## src/rtl/vin_gen_pkg.sv

```systemverilog
// Shared types and constants for the VIN-side master of the VIN<->GEN bus.
// Defines the sequencer states, bus cycle types, default strobe timing and the valid row limit.
package vin_gen_pkg;

    typedef enum logic [3:0] {
        IDLE,
        T1_SU, T1_ST, T1_HD,
        T2_SU, T2_ST, T2_HD,
        T3_SU, T3_ST, T3_HD,
        T4_SU, T4_ST, T4_HD
    } state_e;

    typedef enum logic [1:0] {
        PH_SU,
        PH_ST,
        PH_HD,
        PH_NONE
    } phase_e;

    localparam logic [1:0] CYC_T1 = 2'd0;
    localparam logic [1:0] CYC_T2 = 2'd1;
    localparam logic [1:0] CYC_T3 = 2'd2;
    localparam logic [1:0] CYC_T4 = 2'd3;

    localparam int DEF_SETUP_CYC  = 1;
    localparam int DEF_STROBE_CYC = 4;
    localparam int DEF_HOLD_CYC   = 1;

    localparam logic [3:0] MAX_ROW = 4'd9;

    // IDLE maps to CYC_T1; callers must qualify with "state != IDLE".
    function automatic logic [1:0] state_cyc(input state_e s);
        logic [1:0] c;
        case (s)
            T2_SU, T2_ST, T2_HD: c = CYC_T2;
            T3_SU, T3_ST, T3_HD: c = CYC_T3;
            T4_SU, T4_ST, T4_HD: c = CYC_T4;
            default:             c = CYC_T1;
        endcase
        return c;
    endfunction

    function automatic phase_e state_phase(input state_e s);
        phase_e p;
        case (s)
            T1_SU, T2_SU, T3_SU, T4_SU: p = PH_SU;
            T1_ST, T2_ST, T3_ST, T4_ST: p = PH_ST;
            T1_HD, T2_HD, T3_HD, T4_HD: p = PH_HD;
            default:                    p = PH_NONE;
        endcase
        return p;
    endfunction

endpackage

```

## src/rtl/vin_gen_phase_timer.sv

```systemverilog
// Loadable 4-bit down-counter shared by every bus phase.
// Load with (phase length - 1); "last" is high during the final clock of the phase.
module vin_gen_phase_timer (
    input  logic       clk,
    input  logic       rst,
    input  logic       load,
    input  logic [3:0] load_val,
    output logic       last
);

    logic [3:0] cnt_q;
    logic [3:0] cnt_d;

    always_comb begin
        cnt_d = cnt_q;
        if (load) begin
            cnt_d = load_val;
        end else if (cnt_q != 4'd0) begin
            cnt_d = cnt_q - 4'd1;
        end
    end

    always_ff @(posedge clk) begin
        if (rst) begin
            cnt_q <= 4'd0;
        end else begin
            cnt_q <= cnt_d;
        end
    end

    assign last = (cnt_q == 4'd0);

endmodule

```

## src/rtl/vin_gen_bus_master.sv

```systemverilog
// VIN-side bus master: turns character-slice requests into TYPE1+TYPE2 cycles and
// mailbox requests into TYPE3/TYPE4 cycles toward the EF9341 GEN. All outputs are registered.
module vin_gen_bus_master
    import vin_gen_pkg::*;
#(
    parameter int SETUP_CYC  = DEF_SETUP_CYC,
    parameter int STROBE_CYC = DEF_STROBE_CYC,
    parameter int HOLD_CYC   = DEF_HOLD_CYC
) (
    input  logic       clk,
    input  logic       rst,
    input  logic       char_req,
    input  logic [7:0] char_a,
    input  logic [7:0] char_b,
    input  logic [3:0] char_row,
    output logic       char_ack,
    output logic [7:0] pix_data,
    output logic       pix_valid,
    input  logic       mbx_rd_req,
    input  logic       mbx_wr_req,
    input  logic [7:0] mbx_wdata_a,
    input  logic [7:0] mbx_wdata_b,
    output logic [7:0] mbx_rdata_a,
    output logic [7:0] mbx_rdata_b,
    output logic       mbx_ack,
    input  logic       ve_n,
    output logic       mbx_pending,
    output logic       busy,
    output logic       sm_n,
    output logic       sg_n,
    output logic       st_n,
    output logic       r_wi,
    output logic [3:0] adr,
    output logic [7:0] busA_o,
    output logic [7:0] busB_o,
    output logic       bus_oe,
    input  logic [7:0] busA_i,
    input  logic [7:0] busB_i
);

    localparam logic [3:0] SU_LEN = 4'(SETUP_CYC - 1);
    localparam logic [3:0] ST_LEN = 4'(STROBE_CYC - 1);
    localparam logic [3:0] HD_LEN = 4'(HOLD_CYC - 1);

    state_e     state_q, state_d;
    logic       timer_load, timer_last;
    logic [3:0] timer_val;
    logic       accept_char, accept_rd, accept_wr;

    logic [7:0] op_a_q, op_a_d;
    logic [7:0] op_b_q, op_b_d;
    logic [3:0] row_q, row_d;
    logic [7:0] samp_q, samp_d;

    logic       sm_n_q, sm_n_d;
    logic       sg_n_q, sg_n_d;
    logic       st_n_q, st_n_d;
    logic       r_wi_q, r_wi_d;
    logic       bus_oe_q, bus_oe_d;
    logic [3:0] adr_q, adr_d;
    logic [7:0] busA_o_q, busA_o_d;
    logic [7:0] busB_o_q, busB_o_d;
    logic       busy_q, busy_d;
    logic       char_ack_q, char_ack_d;
    logic       pix_valid_q, pix_valid_d;
    logic [7:0] pix_data_q, pix_data_d;
    logic       mbx_ack_q, mbx_ack_d;
    logic [7:0] mbx_rdata_a_q, mbx_rdata_a_d;
    logic [7:0] mbx_rdata_b_q, mbx_rdata_b_d;
    logic       mbx_pending_q, mbx_pending_d;

    logic       active_d;
    logic [1:0] cyc_d;
    phase_e     ph_d;

    vin_gen_phase_timer u_timer (
        .clk      (clk),
        .rst      (rst),
        .load     (timer_load),
        .load_val (timer_val),
        .last     (timer_last)
    );

    // Arbitration happens only in IDLE; every other state advances when its phase timer expires.
    always_comb begin
        state_d     = state_q;
        accept_char = 1'b0;
        accept_rd   = 1'b0;
        accept_wr   = 1'b0;
        case (state_q)
            IDLE: begin
                if (char_req) begin
                    state_d     = T1_SU;
                    accept_char = 1'b1;
                end else if (mbx_rd_req) begin
                    state_d   = T3_SU;
                    accept_rd = 1'b1;
                end else if (mbx_wr_req) begin
                    state_d   = T4_SU;
                    accept_wr = 1'b1;
                end
            end
            T1_SU: if (timer_last) state_d = T1_ST;
            T1_ST: if (timer_last) state_d = T1_HD;
            T1_HD: if (timer_last) state_d = T2_SU;
            T2_SU: if (timer_last) state_d = T2_ST;
            T2_ST: if (timer_last) state_d = T2_HD;
            T2_HD: if (timer_last) state_d = IDLE;
            T3_SU: if (timer_last) state_d = T3_ST;
            T3_ST: if (timer_last) state_d = T3_HD;
            T3_HD: if (timer_last) state_d = IDLE;
            T4_SU: if (timer_last) state_d = T4_ST;
            T4_ST: if (timer_last) state_d = T4_HD;
            T4_HD: if (timer_last) state_d = IDLE;
            default: state_d = IDLE;
        endcase
    end

    always_comb begin
        active_d   = (state_d != IDLE);
        cyc_d      = state_cyc(state_d);
        ph_d       = state_phase(state_d);
        timer_load = (state_d != state_q);
        case (ph_d)
            PH_SU:   timer_val = SU_LEN;
            PH_ST:   timer_val = ST_LEN;
            PH_HD:   timer_val = HD_LEN;
            default: timer_val = 4'd0;
        endcase
    end

    // Strobes and bus drive are decoded from the next state so they appear registered
    // in exactly the clocks the state occupies.
    always_comb begin
        op_a_d = op_a_q;
        op_b_d = op_b_q;
        row_d  = row_q;
        if (accept_char) begin
            op_a_d = char_a;
            op_b_d = char_b;
            row_d  = char_row;
        end else if (accept_wr) begin
            op_a_d = mbx_wdata_a;
            op_b_d = mbx_wdata_b;
        end

        sm_n_d   = !(active_d && ph_d == PH_ST && (cyc_d == CYC_T1 || cyc_d == CYC_T4));
        sg_n_d   = !(active_d && ph_d == PH_ST && cyc_d == CYC_T2);
        st_n_d   = !(active_d && ((cyc_d == CYC_T3 && ph_d == PH_ST) || cyc_d == CYC_T4));
        r_wi_d   = !(active_d && cyc_d == CYC_T3);
        bus_oe_d = active_d && (cyc_d == CYC_T1 || cyc_d == CYC_T4);
        busy_d   = active_d;

        busA_o_d = busA_o_q;
        busB_o_d = busB_o_q;
        if (bus_oe_d) begin
            busA_o_d = op_a_d;
            busB_o_d = op_b_d;
        end
        adr_d = adr_q;
        if (active_d && cyc_d == CYC_T2) begin
            adr_d = row_d;
        end
    end

    // Read data is captured on the final strobe-low clock, when the GEN output is settled.
    always_comb begin
        samp_d        = samp_q;
        mbx_rdata_a_d = mbx_rdata_a_q;
        mbx_rdata_b_d = mbx_rdata_b_q;
        pix_data_d    = pix_data_q;
        char_ack_d    = accept_char;
        pix_valid_d   = (state_q == T2_HD) && timer_last;
        mbx_ack_d     = ((state_q == T3_HD) || (state_q == T4_HD)) && timer_last;
        mbx_pending_d = ~ve_n;

        if (state_q == T2_ST && timer_last) begin
            samp_d = busA_i;
        end
        if (state_q == T3_ST && timer_last) begin
            mbx_rdata_a_d = busA_i;
            mbx_rdata_b_d = busB_i;
        end
        if (pix_valid_d) begin
            pix_data_d = (row_q > MAX_ROW) ? 8'h00 : samp_q;
        end
    end

    always_ff @(posedge clk) begin
        if (rst) begin
            state_q       <= IDLE;
            op_a_q        <= 8'h00;
            op_b_q        <= 8'h00;
            row_q         <= 4'd0;
            samp_q        <= 8'h00;
            sm_n_q        <= 1'b1;
            sg_n_q        <= 1'b1;
            st_n_q        <= 1'b1;
            r_wi_q        <= 1'b1;
            bus_oe_q      <= 1'b0;
            adr_q         <= 4'd0;
            busA_o_q      <= 8'h00;
            busB_o_q      <= 8'h00;
            busy_q        <= 1'b0;
            char_ack_q    <= 1'b0;
            pix_valid_q   <= 1'b0;
            pix_data_q    <= 8'h00;
            mbx_ack_q     <= 1'b0;
            mbx_rdata_a_q <= 8'h00;
            mbx_rdata_b_q <= 8'h00;
            mbx_pending_q <= 1'b0;
        end else begin
            state_q       <= state_d;
            op_a_q        <= op_a_d;
            op_b_q        <= op_b_d;
            row_q         <= row_d;
            samp_q        <= samp_d;
            sm_n_q        <= sm_n_d;
            sg_n_q        <= sg_n_d;
            st_n_q        <= st_n_d;
            r_wi_q        <= r_wi_d;
            bus_oe_q      <= bus_oe_d;
            adr_q         <= adr_d;
            busA_o_q      <= busA_o_d;
            busB_o_q      <= busB_o_d;
            busy_q        <= busy_d;
            char_ack_q    <= char_ack_d;
            pix_valid_q   <= pix_valid_d;
            pix_data_q    <= pix_data_d;
            mbx_ack_q     <= mbx_ack_d;
            mbx_rdata_a_q <= mbx_rdata_a_d;
            mbx_rdata_b_q <= mbx_rdata_b_d;
            mbx_pending_q <= mbx_pending_d;
        end
    end

    assign sm_n        = sm_n_q;
    assign sg_n        = sg_n_q;
    assign st_n        = st_n_q;
    assign r_wi        = r_wi_q;
    assign bus_oe      = bus_oe_q;
    assign adr         = adr_q;
    assign busA_o      = busA_o_q;
    assign busB_o      = busB_o_q;
    assign busy        = busy_q;
    assign char_ack    = char_ack_q;
    assign pix_valid   = pix_valid_q;
    assign pix_data    = pix_data_q;
    assign mbx_ack     = mbx_ack_q;
    assign mbx_rdata_a = mbx_rdata_a_q;
    assign mbx_rdata_b = mbx_rdata_b_q;
    assign mbx_pending = mbx_pending_q;

endmodule

```

## config.mk

```make
export PLATFORM = sky130hd
export DESIGN_NAME = vin_gen_bus_master
export DESIGN_NICKNAME = d
export VERILOG_FILES = /design/src/rtl/vin_gen_pkg.sv /design/src/rtl/vin_gen_phase_timer.sv /design/src/rtl/vin_gen_bus_master.sv
export SDC_FILE = /design/constraint.sdc
export NUM_CORES = 1
export LEC_CHECK = 0
export CORE_ASPECT_RATIO = 1.25
export CORE_MARGIN = 10
export CORE_UTILIZATION = 45
export DETAILED_ROUTE_END_ITERATION = 10
export PLACE_DENSITY_LB_ADDON = 0.3
export SYNTH_ARGS = -nofsm -noshare
export SYNTH_HDL_FRONTEND = slang
export SYNTH_HIERARCHICAL = 1
export SYNTH_SLANG_ARGS = --single-unit
export TNS_END_PERCENT = 50
```

## constraint.sdc

```tcl
create_clock -name clk -period 3.65 [get_ports clk]
set_input_delay 0.73 -clock clk [delete_from_list [all_inputs] [get_ports clk]]
set_output_delay 0.73 -clock clk [all_outputs]
set_load 0.02 [all_outputs]
```

==> impl_metrics.csv <==
group,metric,value,unit
yosys,synth_area_leaders,"dfxtp_1 46%, mux2i_1 7.7%, mux2_2 6.1%",
min_path,worstHoldStart,"mbx_rdata_b[6]$_SDFFE_PP0P_",
yosys,synth_compound_area_frac,0.1236,
grt,grt_pass1_vias,3181,
grt,grt_overflow,0,
detailed_routing,first_iter_violations,95,
yosys,async_flop_share,0,
yosys,synthesis.area,3889,um2
setup_path,arrival,3.52,ns
detailed_routing,first_pass_iters,4,
placed_design,portBuffers,111,
yosys,netlist_instances,405,
detailed_routing,drt-wirelength-per-cell,15.69,um
clocking,cts.repair.resized,0,
power_and_ir_drop,p_leak,0.002003,uW
setup_path,timing.rr.start,"u_timer/cnt_q[0]$_SDFFE_PP0P_",
detailed_routing,vias,3160,
clocking,cts-buffers-inserted,9,
floorplanning,initial_core_util,0.4667,
floorplanning,die-height,123.9,um
clocking,cts_hold_buf,0,
yosys,yosysSeqAreaShare,0.4633,
min_path,hold_path_end,"mbx_rdata_b[6]$_SDFFE_PP0P_",
yosys,synth_top_family_by_area,"simple AND/OR/NAND/NOR gates",
detailed_routing,drtAntennaViolNets,0,
floorplanning,dieArea,12780,um2
yosys,synth_warnings,6,
yosys,avgSynthCellArea,9.602,um2
floorplanning,coreArea,8333,um2
clocking,path_clk_slew,0.09,ns
timing,holdWs,0.4612,ns
detailed_routing,via_per_inst,5.155,
power_and_ir_drop,irDropWorstVdd,0.3158,mV
clocking,cts_buffer_depth,2,
timing,setup_ws,0.3690,ns
clocking,clock-sinks,90,
yosys,synthMuxAreaShare,0.1419,
placed_design,dp.final_hpwl,7310,um
timing,tightest_slew,0.8062,ns
yosys,synth_xor_area_frac,0.009009,
layout,num-fill-cells,707,
timing,slew_headroom,0.4596,
placed_design,dp_slack,0.1589,ns
layout,nNetsFinal,579,
yosys,synthFlopType,"dfxtp_1",
yosys,synth_edf_count,0,
min_path,min_path_type,"flip-flop to flip-flop",
grt,grt_max_degree,38,
yosys,synth_top_area_frac,0.4633,
clocking,cts_setup_buffers,0,
grt,antenna_found_initial,0,
layout,syn_to_final_growth,35.20,%
clocking,cts_max_level,3,
setup_path,crit_path_start_kind,"flip-flop",
placed_design,globalplace.congestion,0.8388,
setup_path,critical_path_peak_fanout,18,
timing,tns,0,ns
floorplanning,die_x,103.1,um
setup_path,end_kind,"flip-flop",
yosys,yosysUniqueCellTypes,48,
clocking,cts_root_buf,"clkbuf_8",
layout,drive_above_1_share,0.1182,
timing,max_freq,0.3048,GHz
yosys,synth-simple-area-share,0.1795,
clocking,clock_latency,0.35,ns
setup_path,worst_ep_required_time,3.89,ns
timing,fin_crit,3.281,ns
setup_path,critical_path_class,"flip-flop to flip-flop",
power_and_ir_drop,total_power,3662,uW
setup_path,rr_worst_depth,13,
clocking,cts_tree,"done",
timing,final-max-slew-violation-count,0,
grt,track_usage,0.1532,
timing,setup_viol,0,
timing,post-route-period-util,0.8989,
floorplanning,num_rows,37,
setup_path,reg2reg_to,"sm_n$_SDFF_PP1_",
yosys,ys_ff_latch,90,
layout,diodes,0,
detailed_routing,route.detailed.drc,0,
yosys,yosysTopAreaCell,"dfxtp_1",
grt,grt_pass1_wl,15610,um
flow_run,maxCapViolations,0,
min_path,holdPathStages,2,
timing,grt_setup_unrepaired,"no",
outcome,outcome,"finished, final reports clean",
timing,clock_skew,0.01002,ns
timing,final-hold-violation-count,0,
layout,final_core_util,0.6309,
detailed_routing,finalWirelength,9620,um
setup_path,r2r_slack,0.37,ns
yosys,synthAdderAreaFrac,0.03218,
floorplanning,io_pins,112,
power_and_ir_drop,powerDensity,696.6,nW/um2
sequential cells by signal, summed over array words and instances (netlist names), 4 cells and up:
register	flops
adr	4
busA_o	8
busB_o	8
mbx_rdata_a	8
mbx_rdata_b	8
op_a_q	8
op_b_q	8
pix_data	8
row_q	4
samp_q	8
state_q	4
u_timer/cnt_q	4
worst max-delay path by stage:
stage	start	to	slack, ns
global route	u_timer/cnt_q[0]$_SDFFE_PP0P_	busA_o[3]$_SDFFE_PP0P_	0.13
finish	u_timer/cnt_q[0]$_SDFFE_PP0P_	sm_n$_SDFF_PP1_	0.37
detailed placement	char_req	busA_o[0]$_SDFFE_PP0P_	0.16
global placement	char_req	sm_n$_SDFF_PP1_	0.22
CTS	u_timer/cnt_q[0]$_SDFFE_PP0P_	busA_o[3]$_SDFFE_PP0P_	0.23
floorplan	u_timer/cnt_q[0]$_SDFFE_PP0P_	sm_n$_SDFF_PP1_	0.32
synth_stat cells, drive strengths merged (4+ instances only):
library cell	instances
dfxtp	90
nor2b	23
a211oi	17
a22o	9
nor3	8
clkbuf	14
mux2i	30
inv	11
nand2	44
ha	10
a21oi	19
or3	4
mux2	22
o21ai	6
xnor2	4
buf	13
nor2	47
layer usage:
metal,vias up,part of all wire,GRT usage
li1,1597,-,-
met1,1454,0.42,0.1686
met2,95,0.45,0.2513
met3,14,0.11,0.07368
met4,0,0.015,0.05575
met5,-,0,0
stage by stage:
| stage | area (um2) | instances |
|---|---|---|
| 2_1_floorplan | 3892 | 406 |
| 3_3_place_gp | 5049 | 596 |
| 3_5_place_dp | 5049 | 596 |
| 4_1_cts | 5250 | 612 |
| 5_1_grt | 5258 | 613 |
| 6_report | 5258 | 613 |
final cells by class:
| cell class | count | area (um2) | area share |
|---|---|---|---|
| clock buffer | 10 | 127.6 | 0.02427 |
| clock inverter | 6 | 73.82 | 0.01404 |
| inverter | 11 | 41.29 | 0.007853 |
| multi-input combinational | 278 | 1898 | 0.3610 |
| sequential | 90 | 1802 | 0.3427 |
| tap | 97 | 121.4 | 0.02308 |
| timing repair buffer | 121 | 1194 | 0.2270 |
cells in the final DEF (no fill, tap or decap), types with 2 or more instances in the layout:
master	n
clkdlybuf4s50_1	110
dfxtp_1	90
nor2_1	47
nand2_1	44
mux2i_1	30
nor2b_1	23
mux2_2	21
a21oi_1	19
inv_1	11
a211oi_1	11
ha_1	10
a22o_1	9
clkbuf_8	9
buf_4	9
nor3_1	6
a211oi_2	6
o21ai_0	5
or3_1	4
xnor2_1	4
and3_1	3
nand3_1	3
a31oi_1	3
nand2b_1	2
o211a_1	2
o21a_1	2
nor3b_1	2
nor3_2	2
clkinvlp_4	2
conb_1	2
o22ai_1	2
worst max-delay path, stage by stage, from the launching register on:
cell	delay, ns
dfxtp_1	0.33
inv_1	0.09
ha_1	0.20
nor3b_4	0.29
buf_4	0.21
nand2_1	0.07
or3_1	0.32
o211a_1	0.27
mux2i_1	0.18
o21ai_0	0.29
ha_1	0.28
nand2b_1	0.17
buf_12	0.17
or3_1	0.30
report_power, final:
group | switching, uW | leakage, uW | total [uW] | internal (uW)
registers | 120 | 0.000735 | 1280 | 1160
clock network | 363 | 0.0000950 | 688 | 325
logic | 847 | 0.00117 | 1690 | 848
total | 1330 | 0.00200 | 3660 | 2330
logic make-up after synthesis:
logic type | Yosys count
other | 1
AOI/OAI and AO/OA | 66
buffers and inverters | 38
xor gates and xnor gates | 4
and+or+nand+nor | 144
muxes | 52
adders and majority gates | 10
DFF | 90
Power figures use the tool's default switching activity.
